==> src/rtl/video_gen_pkg.sv <==
`default_nettype none
// ============================================================================
//  Module   : video_gen_pkg
//  Purpose  : Shared types, constants and the saturating score metric for the
//             clip scoring stage. The metric function is also used by the
//             bench's reference model.
//  Contents : chan_state_t  - per-channel FSM state
//             SCORE_W       - score width
//             *_BIAS_DEF    - default channel offsets
//             sat_score()   - clamped prompt + bias metric
//  Revision : 1.0 - initial release
// ============================================================================
package video_gen_pkg;

    typedef enum logic [0:0] {
        CH_EMPTY  = 1'b0,
        CH_LOADED = 1'b1
    } chan_state_t;

    localparam int SCORE_W = 8;

    localparam logic signed [8:0] MOTION_BIAS_DEF = 9'sd30;
    localparam logic signed [8:0] DETAIL_BIAS_DEF = -9'sd100;

    // Monotone slope-1 metric: prompt plus signed bias, clamped to [0, smax].
    // The sum is formed in 10 signed bits so that 255 + 255 and 0 - 256 both
    // fit without wrapping.
    function automatic logic [SCORE_W-1:0] sat_score(
        input logic [7:0]        prmt,
        input logic signed [8:0] bias,
        input logic [7:0]        smax = 8'd255
    );
        logic signed [9:0] sum;
        sum = $signed({2'b00, prmt}) + $signed({bias[8], bias});
        if (sum < 10'sd0) begin
            sat_score = '0;
        end else if (sum > $signed({2'b00, smax})) begin
            sat_score = smax;
        end else begin
            sat_score = sum[7:0];
        end
    endfunction

endpackage
`default_nettype wire

==> src/rtl/clip_score_channel.sv <==
`default_nettype none
// ============================================================================
//  Module   : clip_score_channel
//  Purpose  : One scoring channel: latches a prompt on make, publishes the
//             clamped metric on check with one-cycle latency.
//  Ports    : clk, rst          - clock, async active-high reset
//             make, check, prmt - controller strobes and prompt
//             score             - last published score (registered)
//             valid             - one-cycle pulse after a publish
//             attempts          - saturating publish count
//             err_pulse         - combinational sequencing-error indication,
//                                 folded into a sticky flag by the parent
//  Revision : 1.0 - initial release
// ============================================================================
module clip_score_channel
    import video_gen_pkg::*;
#(
    parameter logic signed [8:0] BIAS      = 9'sd0,
    parameter logic [7:0]        SCORE_MAX = 8'd255
) (
    input  logic       clk,
    input  logic       rst,
    input  logic       make,
    input  logic       check,
    input  logic [7:0] prmt,
    output logic [7:0] score,
    output logic       valid,
    output logic [7:0] attempts,
    output logic       err_pulse
);

    chan_state_t r_state;
    logic [7:0]  r_prmt;
    logic [7:0]  r_score;
    logic        r_valid;
    logic [7:0]  r_attempts;

    // A check is an error when nothing is loaded, or when it collides with
    // a make (make wins, check is dropped).
    assign err_pulse = check & (make | (r_state == CH_EMPTY));

    always_ff @(posedge clk or posedge rst) begin
        if (rst) begin
            r_state    <= CH_EMPTY;
            r_prmt     <= '0;
            r_score    <= '0;
            r_valid    <= 1'b0;
            r_attempts <= '0;
        end else begin
            r_valid <= 1'b0;
            if (make) begin
                r_prmt  <= prmt;
                r_state <= CH_LOADED;
            end else if (check && (r_state == CH_LOADED)) begin
                r_score <= sat_score(r_prmt, BIAS, SCORE_MAX);
                r_valid <= 1'b1;
                if (r_attempts != 8'hFF) begin
                    r_attempts <= r_attempts + 8'd1;
                end
                r_state <= CH_EMPTY;
            end
        end
    end

    assign score    = r_score;
    assign valid    = r_valid;
    assign attempts = r_attempts;

endmodule
`default_nettype wire

==> src/rtl/clip_scorer.sv <==
`default_nettype none
// ============================================================================
//  Module   : clip_scorer
//  Purpose  : Motion and detail scoring stage downstream of the video
//             generation controller. Two independent channels plus a sticky
//             sequencing-error flag.
//  Ports    : clk, rst                             - clock, async reset
//             make_*/check_*/*_prmt                - per-channel controls
//             *_score, *_valid, *_attempts         - per-channel results
//             seq_err                              - sticky error, rst clears
//  Revision : 1.0 - initial release
// ============================================================================
module clip_scorer
    import video_gen_pkg::*;
#(
    parameter logic signed [8:0] MOTION_BIAS = MOTION_BIAS_DEF,
    parameter logic signed [8:0] DETAIL_BIAS = DETAIL_BIAS_DEF,
    parameter logic [7:0]        SCORE_MAX   = 8'd255
) (
    input  logic       clk,
    input  logic       rst,
    input  logic       make_motion,
    input  logic       check_motion,
    input  logic [7:0] motion_prmt,
    input  logic       make_detail,
    input  logic       check_detail,
    input  logic [7:0] detail_prmt,
    output logic [7:0] motion_score,
    output logic [7:0] detail_score,
    output logic       motion_valid,
    output logic       detail_valid,
    output logic [7:0] motion_attempts,
    output logic [7:0] detail_attempts,
    output logic       seq_err
);

    logic w_err_motion;
    logic w_err_detail;
    logic r_seq_err;

    clip_score_channel #(
        .BIAS      (MOTION_BIAS),
        .SCORE_MAX (SCORE_MAX)
    ) u_motion (
        .clk       (clk),
        .rst       (rst),
        .make      (make_motion),
        .check     (check_motion),
        .prmt      (motion_prmt),
        .score     (motion_score),
        .valid     (motion_valid),
        .attempts  (motion_attempts),
        .err_pulse (w_err_motion)
    );

    clip_score_channel #(
        .BIAS      (DETAIL_BIAS),
        .SCORE_MAX (SCORE_MAX)
    ) u_detail (
        .clk       (clk),
        .rst       (rst),
        .make      (make_detail),
        .check     (check_detail),
        .prmt      (detail_prmt),
        .score     (detail_score),
        .valid     (detail_valid),
        .attempts  (detail_attempts),
        .err_pulse (w_err_detail)
    );

    always_ff @(posedge clk or posedge rst) begin
        if (rst) begin
            r_seq_err <= 1'b0;
        end else if (w_err_motion || w_err_detail) begin
            r_seq_err <= 1'b1;
        end
    end

    assign seq_err = r_seq_err;

endmodule
`default_nettype wire

==> config.mk <==
export PLATFORM = sky130hd
export DESIGN_NAME = clip_scorer
export DESIGN_NICKNAME = d
export VERILOG_FILES = /design/src/rtl/video_gen_pkg.sv /design/src/rtl/clip_score_channel.sv /design/src/rtl/clip_scorer.sv
export SDC_FILE = /design/constraint.sdc
export NUM_CORES = 1
export LEC_CHECK = 0
export ABC_CLOCK_PERIOD_IN_PS = 1600
export CAP_MARGIN = 20
export CORE_UTILIZATION = 25
export CTS_BUF_LIST = sky130_fd_sc_hd__clkbuf_8
export CTS_CLUSTER_SIZE = 16
export DETAILED_ROUTE_END_ITERATION = 8
export GPL_ROUTABILITY_DRIVEN = 1
export PLACE_DENSITY_LB_ADDON = 0.25
export SYNTH_ARGS = -nofsm -noshare
export SYNTH_HDL_FRONTEND = slang
export SYNTH_HIERARCHICAL = 1
export SYNTH_SLANG_ARGS = --single-unit
==> constraint.sdc <==
create_clock -name clk -period 1.6 [get_ports clk]
set_input_delay 0.32 -clock clk [delete_from_list [all_inputs] [get_ports clk]]
set_output_delay 0.32 -clock clk [all_outputs]
set_load 0.05 [all_outputs]
==> results by group <==
Yosys
  – Area leader, netlist: dfrtp_1
  – Most used flip-flop cell after synthesis: dfrtp_1
  – Yosys warns: 6
  – FFs w/ async S/R, synth: 100.0%
  – Register area share after synthesis: 55.32%
  – Syn avg cell area: 11.87 um2
  – Post-synth EDFFs: 0
  – Yosys top cell area share: 55.32%
  – Distinct cells, synth: 46
  – Post-synth net total: 229
  – Synth area leaders: dfrtp_1 (55%), mux2_2 (6.6%), xnor2_1 (5.5%)
  – Yosys reg bits: 53
  – Mapped Area: 0.002397 mm2
  – Post-Syn Instances: 202

Layout
  – Nets: 319
  – Filler instances: 927
  – Share of cells above drive strength 1: 41.30%
  – # diodes: 0
  – Fin area: 0.003774 mm2
  – Syn-to-layout area delta: 57.41%
  – Core Util, Final: 40.65%

Clock tree
  – CTS buffer count: 5
  – CTS max path bufs: 2
  – CTS tree: yes
  – CTS Root Cell: clkbuf_8
  – Worst skew pair latency: 0.30 ns
  – Clock Sinks: 53
  – Htree depth: 2
  – Clk slew on worst S/H paths: 0.09 ns

Pwr
  – Maximum VDD drop: 1279 uV
  – P per Cell Area: 1337 mW/mm2
  – P_leak: 1.615 nW
  – Tot Pwr: 0.005045 W

Route
  – Initial DRC count: 17
  – Final ANT Viol Nets: 0
  – DR WL/cell: 12.55 um
  – Total Wirelength: 5.298 mm
  – Total number of vias: 1,822
  – Vias/cell: 4.318
  – DRT Pass-1 Iters: 4
  – DRC errors left: 0

Setup path
  – Crit path launch type: register
  – Critical path fanouts, max: 6
  – Reg2reg end: u_motion/score[2]
  – CP Capture Type: register
  – Arrival time at the worst endpoint: 1.78 ns
  – Crit-path cells: or4_4, a211oi_2, nand3_1, a31oi_1
  – Crit path largest cell delay: 0.60 ns
  – FF-to-FF setup slack: 0.04 ns
  – CP required: 1.82 ns
  – Crit path kind: reg2reg
  – CP Launch Point: u_motion/r_prmt[3]
  – Reg2reg start: u_motion/r_prmt[3]
  – Number of cells on the worst reg-to-reg path: 4
  – Worst setup endpoint: u_motion/score[2]
  – Critical path's slowest cell: or4_4

Floorplan
  – Die ar.: 0.009985 mm2
  – Initial Utilization: 25.82%
  – Die X-Extent: 99.93 um
  – Die Y: 99.93 um
  – I/O Pins: 57
  – Row cnt: 35
  – Area of the core: 0.009284 mm2

Timing
  – Post-layout worst setup margin: 0.03607 ns
  – Part of the cycle the worst path needs: 97.75%
  – Slew headroom: 75.79%
  – Slew Limit Fails: 0
  – Hold slack: 0.2050 ns
  – Max Fclk: 0.6394 GHz
  – Worst-margin pin slew: 0.3601 ns
  – Final Hold Vio Count: 0
  – Unrepaired setup endpoints after global routing: true
  – Worst Skew: 0.007014 ns
  – Setup violations, final: 0
  – Period minus WS final: 1.564 ns

GRT
  – Met2 Usage GRT: 17.45%
  – GR Overflow Total: 0
  – Antenna violations before repair: 0
  – Met1 Use GR: 15.84%
  – First-pass GRT wire length: 8.880 mm
  – Met3 usage: 2.437%
  – Vias in the first global route: 1,776
  – Largest net degree at the start of global routing: 27
  – Busiest layer in global routing: met2
  – GRT Total Usage: 11.29%

Place
  – Routability Congestion: 0.7451
  – Buffers on Ports: 56
  – Cell Area, Placed: 0.003578 mm2
  – HPWL after detailed placement: 4.041 mm
  – Pre-CTS setup slack: -0.2426 ns

Hold path
  – Worst min-delay path category: in2async

Job
  – Max cap viols: 0

Run status
  – Status: complete, no violations
where the power goes:
part / internal (W) / switching, W / total, W
clock network: 0.000392 / 0.000433 / 0.000825
logic: 0.00113 / 0.00127 / 0.00239
registers: 0.00160 / 0.000227 / 0.00182
cell usage after synthesis, types with 3 or more instances:
cell type,n
a21oi_1,4
a31oi_1,4
buf_2,3
dfrtp_1,53
ha_1,5
inv_1,11
mux2_2,14
nand2_1,20
nand3_1,7
nor2_1,9
o21ai_0,4
o21ai_1,5
o31ai_1,3
xnor2_1,15
xor2_1,5
what timing repair did:
action,CTS,global route
pin swaps,2,7
setup endpoints to repair,7,9
resized for setup,1,13
setup buffers,0,1
hold buffers,0,0
critical path: cells and delay by family (launching register included):
kind	cells	cell delay [ns]
AND/OR/NAND/NOR	2	0.72
flip-flops	1	0.39
AO/OA/AOI/OAI	2	0.38
metrics by stage:
| stage | std cells | setup TNS [ns] |
|---|---|---|
| finish | 422 | 0 |
| global route | 422 | -0.08297 |
| CTS | 421 | 0 |
| detailed placement | 413 | -3.550 |
| global placement | 413 | -2.946 |
| floorplan | 202 | -0.2209 |
how the worst min path moves through the flow:
stage,start,to,slack (ns)
floorplan,rst,seq_err,0.05
global placement,seq_err,seq_err,0.46
detailed placement,seq_err,seq_err,0.47
CTS,rst,seq_err,0.19
global route,rst,seq_err,0.20
finish,rst,seq_err,0.21
cell usage in the layout (no fill, tap or decap), types with 3 or more instances in the layout:
master	synthesis	routed
a21oi_1	4	4
a31oi_1	4	3
and3_4	2	3
buf_12	0	23
buf_4	0	44
clkbuf_8	0	7
clkdlybuf4s50_1	0	21
dfrtp_1	53	48
dfrtp_2	0	5
inv_1	11	9
inv_2	1	3
mux2_2	14	14
nand2_1	20	20
nand3_1	7	7
nor2_1	9	9
o21ai_0	4	4
o21ai_1	5	5
o31ai_1	3	3
xnor2_1	15	14
xor2_1	5	5
layer usage:
layer	part of all wire [%]	vias up	wire, um
met5	0	-	0
met4	1.1	0	59
met3	3.5	5	186
met2	46	31	2421
met1	50	898	2631
li1	-	888	-
final cells by class:
class	instances	area, um2	area share (%)
sequential	53	1333	35.31
tap	129	161.4	4.277
clock buffer	7	96.34	2.553
inverter	13	48.80	1.293
timing repair buffer	88	1001	26.53
multi-input combinational	131	1129	29.91
clock inverter	1	5.005	0.1326
registers in the layout (all words and copies together), names as in the netlist, 8 cells and up:
| register | flops |
|---|---|
| u_motion/attempts | 8 |
| u_motion/score | 8 |
| u_motion/r_prmt | 8 |
| u_detail/score | 8 |
| u_detail/attempts | 8 |
| u_detail/r_prmt | 8 |
logic make-up after synthesis:
| logic type | share of synthesized area [%] |
|---|---|
| and+or+nand+nor | 11.74 |
| DFF | 55.32 |
| AOI/OAI and AO/OA | 13.00 |
| xor gates and xnor gates | 7.307 |
| buffers and inverters | 2.974 |
| muxes | 7.046 |
| adders and majority gates | 2.610 |
No activity file was read; power rests on OpenSTA's default activity.
